## src/rtl/pool_sched.sv

```systemverilog
// Address/tag scheduler for a 3x3 pooling datapath. It walks the output map in
// raster order and issues nine SRAM reads per window. A result tag follows each
// window through the datapath latency.
module pool_sched #(
  parameter int unsigned AW = 12
) (
  input  logic          clk,
  input  logic          rst_n,
  input  logic          start,
  input  logic [5:0]    cfg_h,
  input  logic [5:0]    cfg_w,
  input  logic [1:0]    cfg_stride,
  input  logic [AW-1:0] base_addr,
  input  logic          res_rdy,
  output logic          rd_en,
  output logic [AW-1:0] rd_addr,
  output logic          pool_in_vld,
  output logic          tag_vld,
  output logic [5:0]    out_row,
  output logic [5:0]    out_col,
  output logic          busy,
  output logic          done,
  output logic          cfg_err
);

  localparam logic [1:0] ST_IDLE     = 2'd0;
  localparam logic [1:0] ST_WAIT_RDY = 2'd1;
  localparam logic [1:0] ST_ISSUE    = 2'd2;
  localparam logic [1:0] ST_DRAIN    = 2'd3;

  logic [1:0]    state_q;
  logic [5:0]    h_q, w_q;
  logic [1:0]    s_q;
  logic [AW-1:0] win_base_q;  // base + r0*W: start of the window's top row
  logic [AW-1:0] row_ptr_q;   // base + (r0+kr)*W: start of the row being read
  logic [5:0]    r0_q, c0_q;
  logic [5:0]    orow_q, ocol_q;
  logic [1:0]    kr_q, kc_q;
  logic          rd_en_q;
  logic [AW-1:0] rd_addr_q;
  logic          done_q, cfg_err_q;
  // Tag stage aligned with the window's 9th pool_in_vld
  logic          tag1_vld_q;
  logic [5:0]    tag1_row_q, tag1_col_q;
  logic          pool_vld_q, tag_vld_q;
  logic [5:0]    out_row_q, out_col_q;

  logic          cfg_ok;
  logic [AW-1:0] w_ext, sw;
  logic [7:0]    c0_step, r0_step;
  logic          more_col, more_row, more_win, last_read;
  logic [5:0]    nxt_c0, nxt_r0, nxt_orow, nxt_ocol;
  logic [AW-1:0] nxt_win_base, nxt_first_addr;

  // Window stepping: next origin, stride*W via shift-add, and last-window tests
  always_comb begin
    cfg_ok    = (cfg_h >= 6'd3) && (cfg_w >= 6'd3) && (cfg_stride != 2'd0);
    w_ext     = AW'(w_q);
    sw        = w_ext;
    case (s_q)
      2'd2:    sw = w_ext << 1;
      2'd3:    sw = (w_ext << 1) + w_ext;
      default: sw = w_ext;
    endcase
    c0_step   = 8'(c0_q) + 8'(s_q);
    r0_step   = 8'(r0_q) + 8'(s_q);
    // A further window fits only if its origin plus 3 stays inside the map
    more_col  = (c0_step + 8'd3) <= 8'(w_q);
    more_row  = (r0_step + 8'd3) <= 8'(h_q);
    more_win  = more_col || more_row;
    last_read = (kr_q == 2'd2) && (kc_q == 2'd2);
    if (more_col) begin
      nxt_c0       = c0_step[5:0];
      nxt_r0       = r0_q;
      nxt_ocol     = ocol_q + 6'd1;
      nxt_orow     = orow_q;
      nxt_win_base = win_base_q;
    end else begin
      nxt_c0       = 6'd0;
      nxt_r0       = r0_step[5:0];
      nxt_ocol     = 6'd0;
      nxt_orow     = orow_q + 6'd1;
      nxt_win_base = win_base_q + sw;
    end
    nxt_first_addr = nxt_win_base + AW'(nxt_c0);
  end

  // Control FSM, window counters and read address generation
  always_ff @(posedge clk or negedge rst_n) begin
    if (!rst_n) begin
      state_q    <= ST_IDLE;
      h_q        <= '0;
      w_q        <= '0;
      s_q        <= '0;
      win_base_q <= '0;
      row_ptr_q  <= '0;
      r0_q       <= '0;
      c0_q       <= '0;
      orow_q     <= '0;
      ocol_q     <= '0;
      kr_q       <= '0;
      kc_q       <= '0;
      rd_en_q    <= 1'b0;
      rd_addr_q  <= '0;
      done_q     <= 1'b0;
      cfg_err_q  <= 1'b0;
      tag1_vld_q <= 1'b0;
      tag1_row_q <= '0;
      tag1_col_q <= '0;
    end else begin
      done_q     <= 1'b0;
      cfg_err_q  <= 1'b0;
      tag1_vld_q <= 1'b0;
      case (state_q)
        ST_IDLE: begin
          if (start) begin
            if (cfg_ok) begin
              h_q        <= cfg_h;
              w_q        <= cfg_w;
              s_q        <= cfg_stride;
              win_base_q <= base_addr;
              row_ptr_q  <= base_addr;
              r0_q       <= '0;
              c0_q       <= '0;
              orow_q     <= '0;
              ocol_q     <= '0;
              kr_q       <= '0;
              kc_q       <= '0;
              state_q    <= ST_WAIT_RDY;
            end else begin
              done_q    <= 1'b1;
              cfg_err_q <= 1'b1;
            end
          end
        end
        ST_WAIT_RDY: begin
          if (res_rdy) begin
            rd_en_q   <= 1'b1;
            rd_addr_q <= win_base_q + AW'(c0_q);
            row_ptr_q <= win_base_q;
            kr_q      <= '0;
            kc_q      <= '0;
            state_q   <= ST_ISSUE;
          end
        end
        ST_ISSUE: begin
          if (!last_read) begin
            if (kc_q != 2'd2) begin
              kc_q      <= kc_q + 2'd1;
              rd_addr_q <= rd_addr_q + AW'(1);
            end else begin
              kc_q      <= '0;
              kr_q      <= kr_q + 2'd1;
              row_ptr_q <= row_ptr_q + w_ext;
              rd_addr_q <= row_ptr_q + w_ext + AW'(c0_q);
            end
          end else begin
            tag1_vld_q <= 1'b1;
            tag1_row_q <= orow_q;
            tag1_col_q <= ocol_q;
            kr_q       <= '0;
            kc_q       <= '0;
            if (more_win) begin
              c0_q       <= nxt_c0;
              r0_q       <= nxt_r0;
              ocol_q     <= nxt_ocol;
              orow_q     <= nxt_orow;
              win_base_q <= nxt_win_base;
              row_ptr_q  <= nxt_win_base;
              // res_rdy only matters here, at the window boundary
              if (res_rdy) begin
                rd_addr_q <= nxt_first_addr;
              end else begin
                rd_en_q <= 1'b0;
                state_q <= ST_WAIT_RDY;
              end
            end else begin
              rd_en_q <= 1'b0;
              state_q <= ST_DRAIN;
            end
          end
        end
        default: begin
          // Last window's 9th datum is in the datapath; finish with its tag
          done_q  <= 1'b1;
          state_q <= ST_IDLE;
        end
      endcase
    end
  end

  // Datapath-latency alignment of the read strobe and result tag
  always_ff @(posedge clk or negedge rst_n) begin
    if (!rst_n) begin
      pool_vld_q <= 1'b0;
      tag_vld_q  <= 1'b0;
      out_row_q  <= '0;
      out_col_q  <= '0;
    end else begin
      pool_vld_q <= rd_en_q;
      tag_vld_q  <= tag1_vld_q;
      if (tag1_vld_q) begin
        out_row_q <= tag1_row_q;
        out_col_q <= tag1_col_q;
      end
    end
  end

  assign rd_en       = rd_en_q;
  assign rd_addr     = rd_addr_q;
  assign pool_in_vld = pool_vld_q;
  assign tag_vld     = tag_vld_q;
  assign out_row     = out_row_q;
  assign out_col     = out_col_q;
  assign busy        = (state_q != ST_IDLE);
  assign done        = done_q;
  assign cfg_err     = cfg_err_q;

endmodule

```

## config.mk

```make
export PLATFORM = sky130hd
export DESIGN_NAME = pool_sched
export DESIGN_NICKNAME = d
export VERILOG_FILES = /design/src/rtl/pool_sched.sv
export SDC_FILE = /design/constraint.sdc
export NUM_CORES = 1
export LEC_CHECK = 0
export CAP_MARGIN = 15
export CORE_AREA = 2 2 160 162
export CTS_CLUSTER_DIAMETER = 80
export DETAILED_ROUTE_END_ITERATION = 7
export DIE_AREA = 0 0 162 164
export PLACE_DENSITY = 0.54
export SETUP_SLACK_MARGIN = 0.15
export SKIP_LAST_GASP = 1
export SYNTH_ARGS = -nofsm -noshare
export SYNTH_HDL_FRONTEND = slang
export SYNTH_SLANG_ARGS = --single-unit
```

## constraint.sdc

```tcl
create_clock -name clk -period 12.8 [get_ports clk]
set_clock_uncertainty 0.05 [all_clocks]
set_input_delay 2.56 -clock clk [delete_from_list [all_inputs] [get_ports clk]]
set_output_delay 2.56 -clock clk [all_outputs]
set_load 0.03 [all_outputs]
```

==> results.json <==
{
  "status": "finished, final reports clean",
  "slew_headroom_pct": 31.4,
  "p_leak_nw": 4.25,
  "fillers": 2576,
  "crit_path_end": "rd_addr[8]",
  "insertedDiodeCount": 0,
  "rr_worst_depth": 25,
  "synth-main-ff-cell": "dfrtp_1",
  "cts_tree": "built",
  "cp-startpoint": "s_q[0]",
  "worst_ep_required_time_ns": 13.00,
  "clockBufferDepth": 2,
  "postCtsSetupBuffers": 0,
  "setup_violations": 0,
  "cts_hold_buf": 0,
  "synthesis.nets": 1094,
  "pin_count": 60,
  "layout_commonest_cell": "nand2_1",
  "rrSetupSlack_ns": 6.39,
  "drt-initial-drc-count": 426,
  "timing.rr.end": "rd_addr[8]",
  "fin_crit_ns": 6.41,
  "cts_made_buffers": 9,
  "fp.dieW_um": 162,
  "die_y_um": 164,
  "insertion_delay_ns": 0.36,
  "route.detailed.drc": 0,
  "grt_pass1_wl_um": 39900,
  "synth.yosys.warnings": 0,
  "reg2reg_from": "s_q[0]",
  "max_cap_viol_count": 0,
  "gp_congestion": 0.899,
  "fmax_mhz": 156,
  "timing.setup.tns_ns": 0,
  "worstMarginPinSlew_ns": 1.02,
  "drive_gt1_share_pct": 7.76,
  "power_density_mw_per_mm2": 278,
  "min_path_type": "flip-flop to flip-flop",
  "dieArea_mm2": 0.0266,
  "dpl.hpwl_um": 18700,
  "startpoint_type": "flip-flop",
  "fin_ws_ns": 6.39,
  "cts.repair.resized": 0,
  "worst-setup-path-type": "flip-flop to flip-flop",
  "cts.sinks": 110,
  "grt_pass1_vias": 7097,
  "num_vias": 7334,
  "area_delta_synth_final_pct": 13.8,
  "grt_max_degree": 68,
  "ant_nets": 0,
  "vias_per_cell": 5.39,
  "critPathArrivalTime_ns": 6.61,
  "yosys.area.top_type": "dfrtp_1",
  "synth-edff-count": 0,
  "crit_fanout": 13,
  "min_period_over_period_pct": 50.1,
  "hold_violations": 0,
  "ys_seq_area_share_pct": 32.3,
  "place_ws_ns": 6.42,
  "yosys_register_bits": 110,
  "async_flop_share_pct": 100,
  "netlist_instances": 994,
  "rows": 58,
  "io_buffers": 59,
  "final_cell_mix": "nand2_1, dfrtp_1, o21ai_0, nor2_1, ha_1",
  "h-tree-depth": 3,
  "yosysTopAreaCellShare_pct": 32.3,
  "gr-total-overflow": 0,
  "root_buffer": "clkbuf_16",
  "first_pass_iters": 7,
  "cp-end-kind": "flip-flop",
  "core_area_mm2": 0.0248,
  "finalPower_mw": 2.70,
  "track_usage_pct": 19.2,
  "peakVddDrop_mv": 0.116,
  "slew_violations": 0,
  "start_util_pct": 34.4,
  "ys_types": 82,
  "syn_avg_cell_area_um2": 8.58,
  "wl_per_cell_um": 18.1,
  "antenna_found_initial": 0,
  "syn_area_mm2": 0.00853,
  "path_clk_slew_ns": 0.08,
  "nNetsFinal": 1126,
  "routed_wl_um": 24600,
  "synthTopCellsByArea": "dfrtp_1, ha_1, nand2_1, o21ai_0, mux2_2",
  "rsz0062_at_grt": "no"
}
## final cells by class
cell class                 instances  area, um^2  share of cell area [%]
inverter                          44         165                    1.70
sequential                       110        2750                    28.4
multi-input combinational        795        5410                    55.7
clock buffer                      10         239                    2.46
clock inverter                     6        87.6                   0.902
tap                              330         413                    4.25
timing repair buffer              66         641                    6.60
## cell families after synthesis
family,after synthesis,share of synthesized area (%)
AOI/OAI and AO/OA,261,19.8
xor gates and xnor gates,64,6.75
adders and majority gates,73,11.3
buffers and inverters,89,4.38
DFF,110,32.3
muxes,43,5.48
and+or+nand+nor,354,20.0
## sequential cells by signal, indices dropped and copies added, names as in the netlist, 2 cells and up, named ones only
| name | cells |
|---|---|
| tag1_col_q | 6 |
| ocol_q | 6 |
| kc_q | 2 |
| w_q | 6 |
| s_q | 2 |
| orow_q | 6 |
| h_q | 6 |
| win_base_q | 11 |
| out_col | 6 |
| row_ptr_q | 12 |
| state_q | 2 |
| tag1_row_q | 6 |
| c0_q | 6 |
| r0_q | 6 |
| rd_addr | 12 |
| out_row | 6 |
| kr_q | 2 |
## synthesized netlist by cell type, types with 7 or more instances
master      n
nor4_1      7
a21oi_1    53
clkbuf_1   26
inv_1      43
nand4_1    12
nand2_1   142
a211oi_1   11
o211ai_1   14
nand3_1    39
ha_1       62
and3_1      8
fa_1        8
xnor2_1    34
nand2b_1   16
nor2b_1     8
buf_2      11
o21ai_0    86
xor2_1     28
a21o_1     17
dfrtp_1   110
mux2i_1    13
nor3_1     21
mux2_2     30
o31ai_1     8
o22ai_1     7
nor2_1     62
## worst max-delay path, cell delays in order (launching register included)
cell	delay, ns
dfrtp_1	0.55
ha_1	0.33
fa_1	0.51
xor2_1	0.26
o21ai_0	0.18
nor2_1	0.14
xnor2_1	0.13
ha_1	0.26
a21o_1	0.19
mux2_2	0.29
o31a_2	0.15
nor3_2	0.85
mux2i_1	0.37
inv_1	0.07
ha_1	0.22
inv_1	0.07
fa_1	0.20
inv_1	0.05
a21o_1	0.18
maj3_1	0.35
nand4_1	0.12
a21oi_1	0.11
o21ai_1	0.18
xnor2_1	0.13
nor2_1	0.06
o32a_1	0.31
## worst min-delay path by stage
stage,slack (ns),depth (start not counted),to,start
detailed placement,0.34,0,pool_in_vld,rd_en
global placement,0.34,0,pool_in_vld,rd_en
finish,0.35,0,pool_in_vld,rd_en
global route,0.38,0,pool_in_vld,rd_en
floorplan,0.36,0,tag_vld,tag1_vld_q
CTS,0.36,0,pool_in_vld,rd_en
## metal layers
metal | track usage (%) | vias up | wire, um
li1 | - | 3640 | -
met1 | 26.8 | 3487 | 11700
met2 | 31.5 | 166 | 11400
met3 | 2.47 | 41 | 982
met4 | 5.03 | 0 | 515
met5 | 0 | - | 0
## where the power goes
| group | leakage, nW | switching (mW) | internal (mW) | total [mW] |
|---|---|---|---|---|
| Clock | 0.157 | 0.146 | 0.163 | 0.310 |
| Combinational | 2.67 | 1.07 | 0.694 | 1.76 |
| Sequential | 1.43 | 0.180 | 0.449 | 0.629 |
| Total | 4.25 | 1.39 | 1.31 | 2.70 |
## per-stage QoR
stage / cells / hold slack, ns / cell area, um^2 / utilization [%]
floorplan: 994 / 0.357 / 8530 / -
global placement: 1345 / 0.340 / 9380 / 37.8
detailed placement: 1345 / 0.344 / 9380 / 37.8
CTS: 1361 / 0.362 / 9710 / 39.1
global route: 1361 / 0.377 / 9710 / 39.1
finish: 1361 / 0.352 / 9710 / 39.1
(Power assumes the default switching activity.)
